===== src/rtl/seq_detect_ctrl.sv =====
// Programmable serial-pattern detector: run-time pattern/length, overlap mode,
// saturating match counter and sticky threshold interrupt under start/stop control.
module seq_detect_ctrl #(
    parameter int MAXLEN = 8,
    parameter int CNTW   = 8
) (
    input  logic              clk,
    input  logic              rstn,
    input  logic              cfg_valid,
    output logic              cfg_ready,
    input  logic [MAXLEN-1:0] cfg_pattern,
    input  logic [3:0]        cfg_len,
    input  logic              cfg_overlap,
    input  logic [CNTW-1:0]   cfg_thresh,
    output logic              cfg_err,
    input  logic              start,
    input  logic              stop,
    input  logic              in_valid,
    input  logic              in_bit,
    output logic              busy,
    output logic              match,
    output logic [CNTW-1:0]   match_cnt,
    output logic              irq,
    input  logic              irq_clr
);

    typedef enum logic [1:0] {ST_IDLE, ST_RUN, ST_DONE} state_t;

    localparam logic [3:0]        LEN_MAX = 4'(MAXLEN);
    localparam logic [MAXLEN-1:0] PAT_RST = MAXLEN'(4'b1010);

    state_t            r_state;
    logic [MAXLEN-1:0] r_hist;
    logic [3:0]        r_fill;
    logic [MAXLEN-1:0] r_pat;
    logic [3:0]        r_len;
    logic              r_ovl;
    logic [CNTW-1:0]   r_thr;
    logic              r_cfg_ready;
    logic              r_cfg_err;
    logic              r_busy;
    logic              r_match;
    logic [CNTW-1:0]   r_cnt;
    logic              r_irq;

    logic [MAXLEN-1:0] w_hist_nxt;
    logic [MAXLEN-1:0] w_mask;
    logic [3:0]        w_fill_inc;
    logic [CNTW-1:0]   w_cnt_inc;
    logic              w_hit;
    logic              w_len_ok;
    logic              w_thr_hit;

    always_comb begin
        w_mask = '0;
        for (int unsigned i = 0; i < MAXLEN; i++) begin
            w_mask[i] = (i < 32'(r_len));
        end
    end

    // Hit is judged on the post-shift history and post-increment fill.
    always_comb begin
        w_hist_nxt = {r_hist[MAXLEN-2:0], in_bit};
        w_fill_inc = (r_fill >= LEN_MAX) ? r_fill : r_fill + 4'd1;
        w_hit      = (((w_hist_nxt ^ r_pat) & w_mask) == '0) && (w_fill_inc >= r_len);
        w_cnt_inc  = (&r_cnt) ? r_cnt : r_cnt + CNTW'(1);
        w_thr_hit  = (r_thr != '0) && (w_cnt_inc == r_thr);
        w_len_ok   = (cfg_len != 4'd0) && (cfg_len <= LEN_MAX);
    end

    always_ff @(posedge clk or negedge rstn) begin
        if (!rstn) begin
            r_state     <= ST_IDLE;
            r_hist      <= '0;
            r_fill      <= '0;
            r_pat       <= PAT_RST;
            r_len       <= 4'd4;
            r_ovl       <= 1'b0;
            r_thr       <= '0;
            r_cfg_ready <= 1'b1;
            r_cfg_err   <= 1'b0;
            r_busy      <= 1'b0;
            r_match     <= 1'b0;
            r_cnt       <= '0;
            r_irq       <= 1'b0;
        end else begin
            r_match   <= 1'b0;
            r_cfg_err <= 1'b0;
            if (irq_clr) r_irq <= 1'b0;
            case (r_state)
                ST_IDLE: begin
                    if (cfg_valid) begin
                        if (w_len_ok) begin
                            r_pat <= cfg_pattern;
                            r_len <= cfg_len;
                            r_ovl <= cfg_overlap;
                            r_thr <= cfg_thresh;
                        end else begin
                            r_cfg_err <= 1'b1;
                        end
                    end
                    if (start) begin
                        r_hist      <= '0;
                        r_fill      <= '0;
                        r_cnt       <= '0;
                        r_state     <= ST_RUN;
                        r_busy      <= 1'b1;
                        r_cfg_ready <= 1'b0;
                    end
                end
                ST_RUN: begin
                    if (stop) begin
                        r_state     <= ST_IDLE;
                        r_busy      <= 1'b0;
                        r_cfg_ready <= 1'b1;
                    end else if (in_valid) begin
                        r_hist <= w_hist_nxt;
                        r_fill <= (w_hit && !r_ovl) ? 4'd0 : w_fill_inc;
                        if (w_hit) begin
                            r_match <= 1'b1;
                            r_cnt   <= w_cnt_inc;
                            if (w_thr_hit) begin
                                r_irq   <= 1'b1;
                                r_state <= ST_DONE;
                                r_busy  <= 1'b0;
                            end
                        end
                    end
                end
                ST_DONE: begin
                    if (irq_clr) begin
                        r_state     <= ST_IDLE;
                        r_cfg_ready <= 1'b1;
                    end
                end
                default: begin
                    r_state     <= ST_IDLE;
                    r_busy      <= 1'b0;
                    r_cfg_ready <= 1'b1;
                end
            endcase
        end
    end

    assign cfg_ready = r_cfg_ready;
    assign cfg_err   = r_cfg_err;
    assign busy      = r_busy;
    assign match     = r_match;
    assign match_cnt = r_cnt;
    assign irq       = r_irq;

endmodule


===== config.mk =====
export PLATFORM = sky130hd
export DESIGN_NAME = seq_detect_ctrl
export DESIGN_NICKNAME = d
export VERILOG_FILES = /design/src/rtl/seq_detect_ctrl.sv
export SDC_FILE = /design/constraint.sdc
export NUM_CORES = 1
export LEC_CHECK = 0
export BUFFER_PORTS_ARGS = -buffer_cell sky130_fd_sc_hd__buf_2
export CORE_ASPECT_RATIO = 0.6
export CORE_MARGIN = 2
export CORE_UTILIZATION = 50
export DETAILED_ROUTE_END_ITERATION = 10
export PLACE_DENSITY = 0.71
export SYNTH_ARGS = -nofsm -noshare
export SYNTH_HDL_FRONTEND = slang
export SYNTH_SLANG_ARGS = --single-unit

===== constraint.sdc =====
create_clock -name clk -period 7.2 [get_ports clk]
set_clock_uncertainty 0.2 [all_clocks]
set_input_delay 0.36 -clock clk [delete_from_list [all_inputs] [get_ports clk]]
set_output_delay 0.36 -clock clk [all_outputs]
set_load 0.02 [all_outputs]

==> results of run 1 <==
worst register-to-register path: stages (launching register included):
cell and delay (ns):
dfrtp_1 0.46, inv_1 0.09, ha_1 0.29, mux2_2 0.27, ha_1 0.27, o21ai_0 0.08
a222oi_1 0.38, nand4_1 0.37, nor2_2 0.45, a311oi_1 0.17
layout make-up:
type	instances	area [um^2]	area share (%)
inverters	12	45.0	1.48
clock inverters	1	5.00	0.164
clock buffers	7	86.3	2.83
flip-flops and latches	47	1180	38.7
multi-input cells	210	1450	47.4
repair buffers	41	205	6.73
well taps	66	82.6	2.71
synth_stat cells, types with 2 or more instances:
| library cell | n | share of area [%] |
|---|---|---|
| a211oi_1 | 3 | 0.82 |
| a21oi_1 | 11 | 2.0 |
| a22oi_1 | 2 | 0.55 |
| a311oi_1 | 3 | 0.95 |
| a31oi_1 | 8 | 1.8 |
| and2_1 | 4 | 0.91 |
| and3_1 | 3 | 0.68 |
| and3_2 | 2 | 0.55 |
| and4_1 | 3 | 0.95 |
| buf_1 | 2 | 0.27 |
| buf_2 | 4 | 0.73 |
| clkbuf_1 | 8 | 1.1 |
| dfrtp_1 | 43 | 39 |
| dfstp_2 | 4 | 3.8 |
| ha_1 | 7 | 3.2 |
| inv_1 | 12 | 1.6 |
| mux2_2 | 21 | 8.6 |
| nand2_1 | 30 | 4.1 |
| nand2b_1 | 2 | 0.45 |
| nand3_1 | 15 | 2.7 |
| nand4_1 | 6 | 1.4 |
| nor2_1 | 13 | 1.8 |
| nor2b_1 | 4 | 0.91 |
| nor3_1 | 5 | 0.91 |
| nor4_1 | 3 | 0.68 |
| o2111ai_1 | 2 | 0.64 |
| o211ai_1 | 7 | 1.9 |
| o21ai_0 | 12 | 2.2 |
| o22ai_1 | 2 | 0.45 |
| o31ai_1 | 2 | 0.55 |
| or3_1 | 3 | 0.68 |
| xnor2_1 | 13 | 4.1 |
cells by family (layout without fill, tap and decap cells):
group,after synthesis,count (layout),synth area share [%]
buffers and inverters,29,61,4.59
adder cells (fa/ha/maj),7,7,3.18
flip-flops,47,47,42.9
XOR/XNOR,14,14,4.45
AND/OR/NAND/NOR,103,103,20.0
multiplexers,21,21,8.59
AO/OA/AOI/OAI,65,65,16.3
layout by cell type, fill, tap and decap left out, types with 7 or more instances in the layout:
cell and count:
o211ai_1 7, nor2_1 13, a21oi_1 11, inv_1 12, dfrtp_1 43, nand3_1 15, nand2_1 30, mux2_2 21
xnor2_1 13, a31oi_1 8, buf_2 41, ha_1 7, o21ai_0 12
final timing paths:
path,startpoint,endpoint,slack (ns),cells past startpoint
setup / recovery,r_fill[0],match_cnt[4],4.05,9
hold / removal,rstn,r_hist[3],0.04,1
setup reg to reg,r_fill[0],match_cnt[4],4.05,9
hold reg to reg,r_hist[3],r_hist[4],0.33,2
max in group asynchronous,rstn,r_fill[1],6.14,1
min in group clk,cfg_len[0],r_len[3],0.06,2
state kept, by name, indices dropped and copies added, names as in the netlist:
| name | cells |
|---|---|
| match_cnt | 8 |
| r_pat | 8 |
| r_thr | 8 |
| r_hist | 7 |
| r_fill | 4 |
| r_len | 4 |
| r_state | 2 |
| busy | 1 |
| cfg_err | 1 |
| cfg_ready | 1 |
| irq | 1 |
| match | 1 |
| r_ovl | 1 |
layer usage:
metal / share of wire (%) / vias to the layer above
met5: 0 / -
met2: 42 / 110
li1: - / 1132
met4: 0.15 / 0
met1: 50 / 1134
met3: 7.2 / 2
report_power, final:
part	internal, mW	switching, mW	leakage (nW)
Clock	0.0776	0.0854	0.0482
Sequential	0.313	0.0497	0.597
Combinational	0.0943	0.103	0.680
metrics by stage:
| step | total power, mW | setup WS [ns] | cell area [um^2] | cells | util (%) |
|---|---|---|---|---|---|
| 6_report | 0.724 | 4.05 | 3050 | 384 | 58.9 |
| 5_1_grt | 0.773 | 3.84 | 3050 | 384 | 58.9 |
| 4_1_cts | 0.727 | 4.09 | 3050 | 384 | 58.9 |
| 3_5_place_dp | 0.564 | 4.07 | 2960 | 376 | 57.1 |
| 3_3_place_gp | 0.556 | 4.26 | 2960 | 376 | 57.1 |
| 2_1_floorplan | 0.502 | 4.56 | 2750 | 286 | - |
==> results.ini, run 1 <==
[pwr]
vdd_drop_max_mv=0.136
power.density_nw_per_um2=237
leakage_nw=1.32

[clocking]
clock_path_buffers=2
clkTransAtPathRegs_ns=0.09
cts.htree.levels=2
cts_sinks=47
postCtsHoldBufs=0
cts_tree=built
clkLatencyLatePin_ns=0.30
clockRootBuffer=clkbuf_8
post-cts-setup-buffer-count=0
cts_resized=0
cts_made_buffers=5

[timing]
hold_viol=0
setup_tns_ns=0
setup_violations=0
tightest_slew_ns=1.02
fmax_mhz=317
fin_crit_sh_pct=43.8
rsz0062_at_grt=no
maxSlewViolCount=0
period_minus_slack_ns=3.15
holdWs_ns=0.0381
relSlewSlack_pct=32.1

[synthesis]
synth_area_um2=2750
syn_avg_cell_area_um2=9.62
synth-main-ff-cell=dfrtp_1
synth_edf_count=0
syn-num-nets=322
synthArstFlopShare_pct=100
synth_warnings=0
synth-seq-area-share_pct=42.9
synth_cell_type_count=59
synth-seq-cells=47
netlist_instances=286

[critical_path]
path_class=flip-flop to flip-flop
critPathSlowestCell=dfrtp_1
cp.arrival_ns=3.11
cp_top_family=simple AND/OR/NAND/NOR gates
startpoint_type=flip-flop
path_cells=inv_1 > ha_1 > mux2_2 > ha_1 > o21ai_0 > a222oi_1 > nand4_1 > nor2_2 > a311oi_1
crit_buf_inv=1
critPathMaxStageDelay_ns=0.46
cp.required_ns=7.16
critPathMaxFanout=10
worst_path_most_repeated_cell=ha_1
critPathCaptureType=flip-flop

[floorplanning]
die_x_um=99.8
coreArea_um2=5180
dieArea_um2=6130
die_y_um=61.5
initial_core_util_pct=53.1
rows=20
pin_count=42

[grt]
grt_usage_pct=23.0
grt_pass1_wl_um=10900
grt-busiest-layer=met1
grtUsageMet1_pct=36.4
met3_usage_pct=4.65
grt_pass1_vias=2132
antenna_found_initial=0
grt_start_max_net_pins=48
use_met2_pct=32.9
grt_overflow=0

[drt]
antenna_left=0
drc=0
vias_per_cell=6.19
post_drt_wl_per_cell_um=16.8
firstDrtPassIters=5
dr_total_vias=2378
drt-total-wl_um=6450
drtIter0Drc=234

[place]
hpwlAfterDp_um=4740
portBuffers=41
place.gp.congestion=0.891

[finish]
syn_to_final_growth_pct=10.8
nFillCells=470
nNetsFinal=353
drive_gt1_share_pct=25.8
antenna_cells=0

[run_status]
status=completed

[flow_run]
cap_violations=0

[worst_hold_path]
hp-class=primary input to asynchronous set/reset pin

(Power assumes the default switching activity.)
==> run 2: changes to the inputs <==
clock period = 3.1 ns   (was 7.2 ns; I/O delays follow)
==> results.ini, run 2 (synthesis results as in run 1) <==
[timing]
maxSlewViolCount=0  ; unchanged
fin_ws_ns=0.201  ; -3.85 ns
fin_crit_sh_pct=93.5  ; +50 points
relSlewSlack_pct=31.3  ; -0.86 points
setup_tns_ns=0  ; unchanged
hold_viol=0  ; unchanged
tightest_slew_ns=1.03  ; +0.0129 ns
rsz0062_at_grt=no
period_minus_slack_ns=2.90  ; -0.251 ns
setup_violations=0  ; unchanged
fmax_mhz=345  ; +8.7%

[finish]
nNetsFinal=386  ; +9.3%
syn_to_final_growth_pct=22.3
layout.cells.non_filler=417  ; +8.6%
final_cell_mix=dfrtp_1 (43), buf_2 (41), nand2_1 (30), dlygate4sd3_1 (27), mux2_2 (21)
seq_area_um2=1180  ; unchanged
final_common_cell=dfrtp_1
nFillCells=441  ; -6.2%
antenna_cells=0  ; unchanged
drive_gt1_share_pct=25.4  ; -0.43 points
post-route-util_pct=65.0  ; +6.1 points
multi_input_area_um2=1450  ; +0.43%

[clocking]
clock_path_buffers=2  ; unchanged
cts_tree=built
cts_made_buffers=5  ; unchanged
clockRootBuffer=clkbuf_8
clkLatencyLatePin_ns=0.31  ; about the same
clkTransAtPathRegs_ns=0.09  ; about the same
cts.htree.levels=2  ; unchanged
cts_sinks=47  ; unchanged

[floorplanning]
pin_count=42  ; unchanged
dieArea_um2=6130  ; unchanged
coreArea_um2=5180  ; unchanged
die_x_um=99.8  ; unchanged
rows=20  ; unchanged
initial_core_util_pct=53.1  ; unchanged
die_y_um=61.5  ; unchanged

[pwr]
p_comb_share_pct=29.1  ; +1.8 points
switching_share_pct=33.1  ; +0.12 points
power_frac_clock_pct=21.4  ; -1.1 points
power.switching_mw=0.562  ; +140%
p_int_mw=1.14  ; +130%
power_mw=1.70  ; +130%
leakage_nw=1.46  ; +10%
power_frac_seq_pct=49.5  ; -0.7 points
vdd_drop_max_mv=0.319  ; +130%
power.density_nw_per_um2=505  ; +110%

[grt]
antenna_found_initial=0  ; unchanged
grt_usage_pct=23.5  ; +0.52 points
grt_pass1_wl_um=11000  ; +1.2%
grt_start_max_net_pins=48  ; unchanged
grt_pass1_vias=2254  ; +5.7%
grt_overflow=0  ; unchanged

[worst_hold_path]
min_delay_worst_endpoint=r_state[0]
hp-class=primary input to flip-flop
worstHoldStart=in_valid
holdPathStages=3

[critical_path]
startpoint=r_fill[0]
cp.arrival_ns=2.90  ; -0.21 ns
critPathMaxFanout=8  ; -2
startpoint_type=flip-flop
worstReg2RegStart=r_fill[0]
path_class=flip-flop to flip-flop
reg2reg_to=match_cnt[4]
r2r_slack_ns=0.20  ; -3.85 ns
r2r_cells=9  ; unchanged
critPathCaptureType=flip-flop
cp.required_ns=3.10  ; -4.06 ns

[place]
dp_cells=381  ; +1.3%
place.gp.congestion=0.872  ; -2.1%
dp_worst_setup_slack_ns=0.0180  ; -4.05 ns
portBuffers=41  ; unchanged
hpwlAfterDp_um=4680  ; -1.3%

[drt]
vias_per_cell=5.89  ; -4.9%
drt-total-wl_um=6630  ; +2.8%
antenna_left=0  ; unchanged
dr_total_vias=2456  ; +3.3%
drtIter0Drc=187  ; -20%
drc=0  ; unchanged
firstDrtPassIters=4  ; -1
post_drt_wl_per_cell_um=15.9  ; -5.3%

[flow_run]
cap_violations=0  ; unchanged

[run_status]
status=completed

-- run 2: stage by stage --
stage / cell area, um^2 / hold slack [ns]
detailed placement: 3000 / 0.178
global placement: 3000 / 0.168
finish: 3370 / 0.0251
floorplan: 2750 / -0.341
CTS: 3350 / 0.00940
global route: 3370 / 0.0162
-- run 2: worst max path at each step --
stage | endpoint | slack (ns) | cells past startpoint
floorplan | match_cnt[4] | 0.46 | 9
global placement | match_cnt[4] | 0.21 | 9
detailed placement | match_cnt[0] | 0.02 | 9
CTS | match_cnt[4] | 0.01 | 9
global route | match_cnt[4] | 0.02 | 9
finish | match_cnt[4] | 0.20 | 9
-- run 2: layout make-up --
type	count	area share, %
Clock buffer	6	2.16
Clock inverter	2	0.372
Sequential cell	47	35.1
Inverter	12	1.34
Tap cell	66	2.45
Timing Repair Buffer	74	15.5
Multi-Input combinational cell	210	43.1
-- run 2: critical path, cell delays in order, from the launching register on --
cell,delay (ns)
dfrtp_1,0.46
inv_1,0.09
ha_1,0.29
mux2_2,0.28
ha_1,0.28
o21ai_0,0.07
a222oi_1,0.35
and4_2,0.40
a31oi_1,0.11
a311oi_1,0.27
-- run 2: repair_timing --
item | 4_1_cts | 5_1_grt
hold endpoints to repair | 68 | 0
hold buffers | 27 | 0
resized for setup | 0 | 2
setup buffers | 0 | 1
setup endpoints to repair | 0 | 9
-- run 2: layer usage --
layer | vias up | GRT usage, % | part of all wire, %
li1 | 1192 | - | -
met1 | 1172 | 35.8 | 50
met2 | 88 | 35.1 | 42
met3 | 4 | 5.45 | 7.2
met4 | 0 | 3.33 | 0.47
met5 | - | 0 | 0
-- run 2: power groups by stage --
stage	Clock, mW	Combinational [mW]	Sequential [mW]
after CTS	0.375	0.488	0.840
after detailed placement	0	0.453	0.853
after global placement	0	0.443	0.846
final	0.364	0.494	0.842
after global routing	0.403	0.557	0.859
after floorplan	0	0.339	0.828
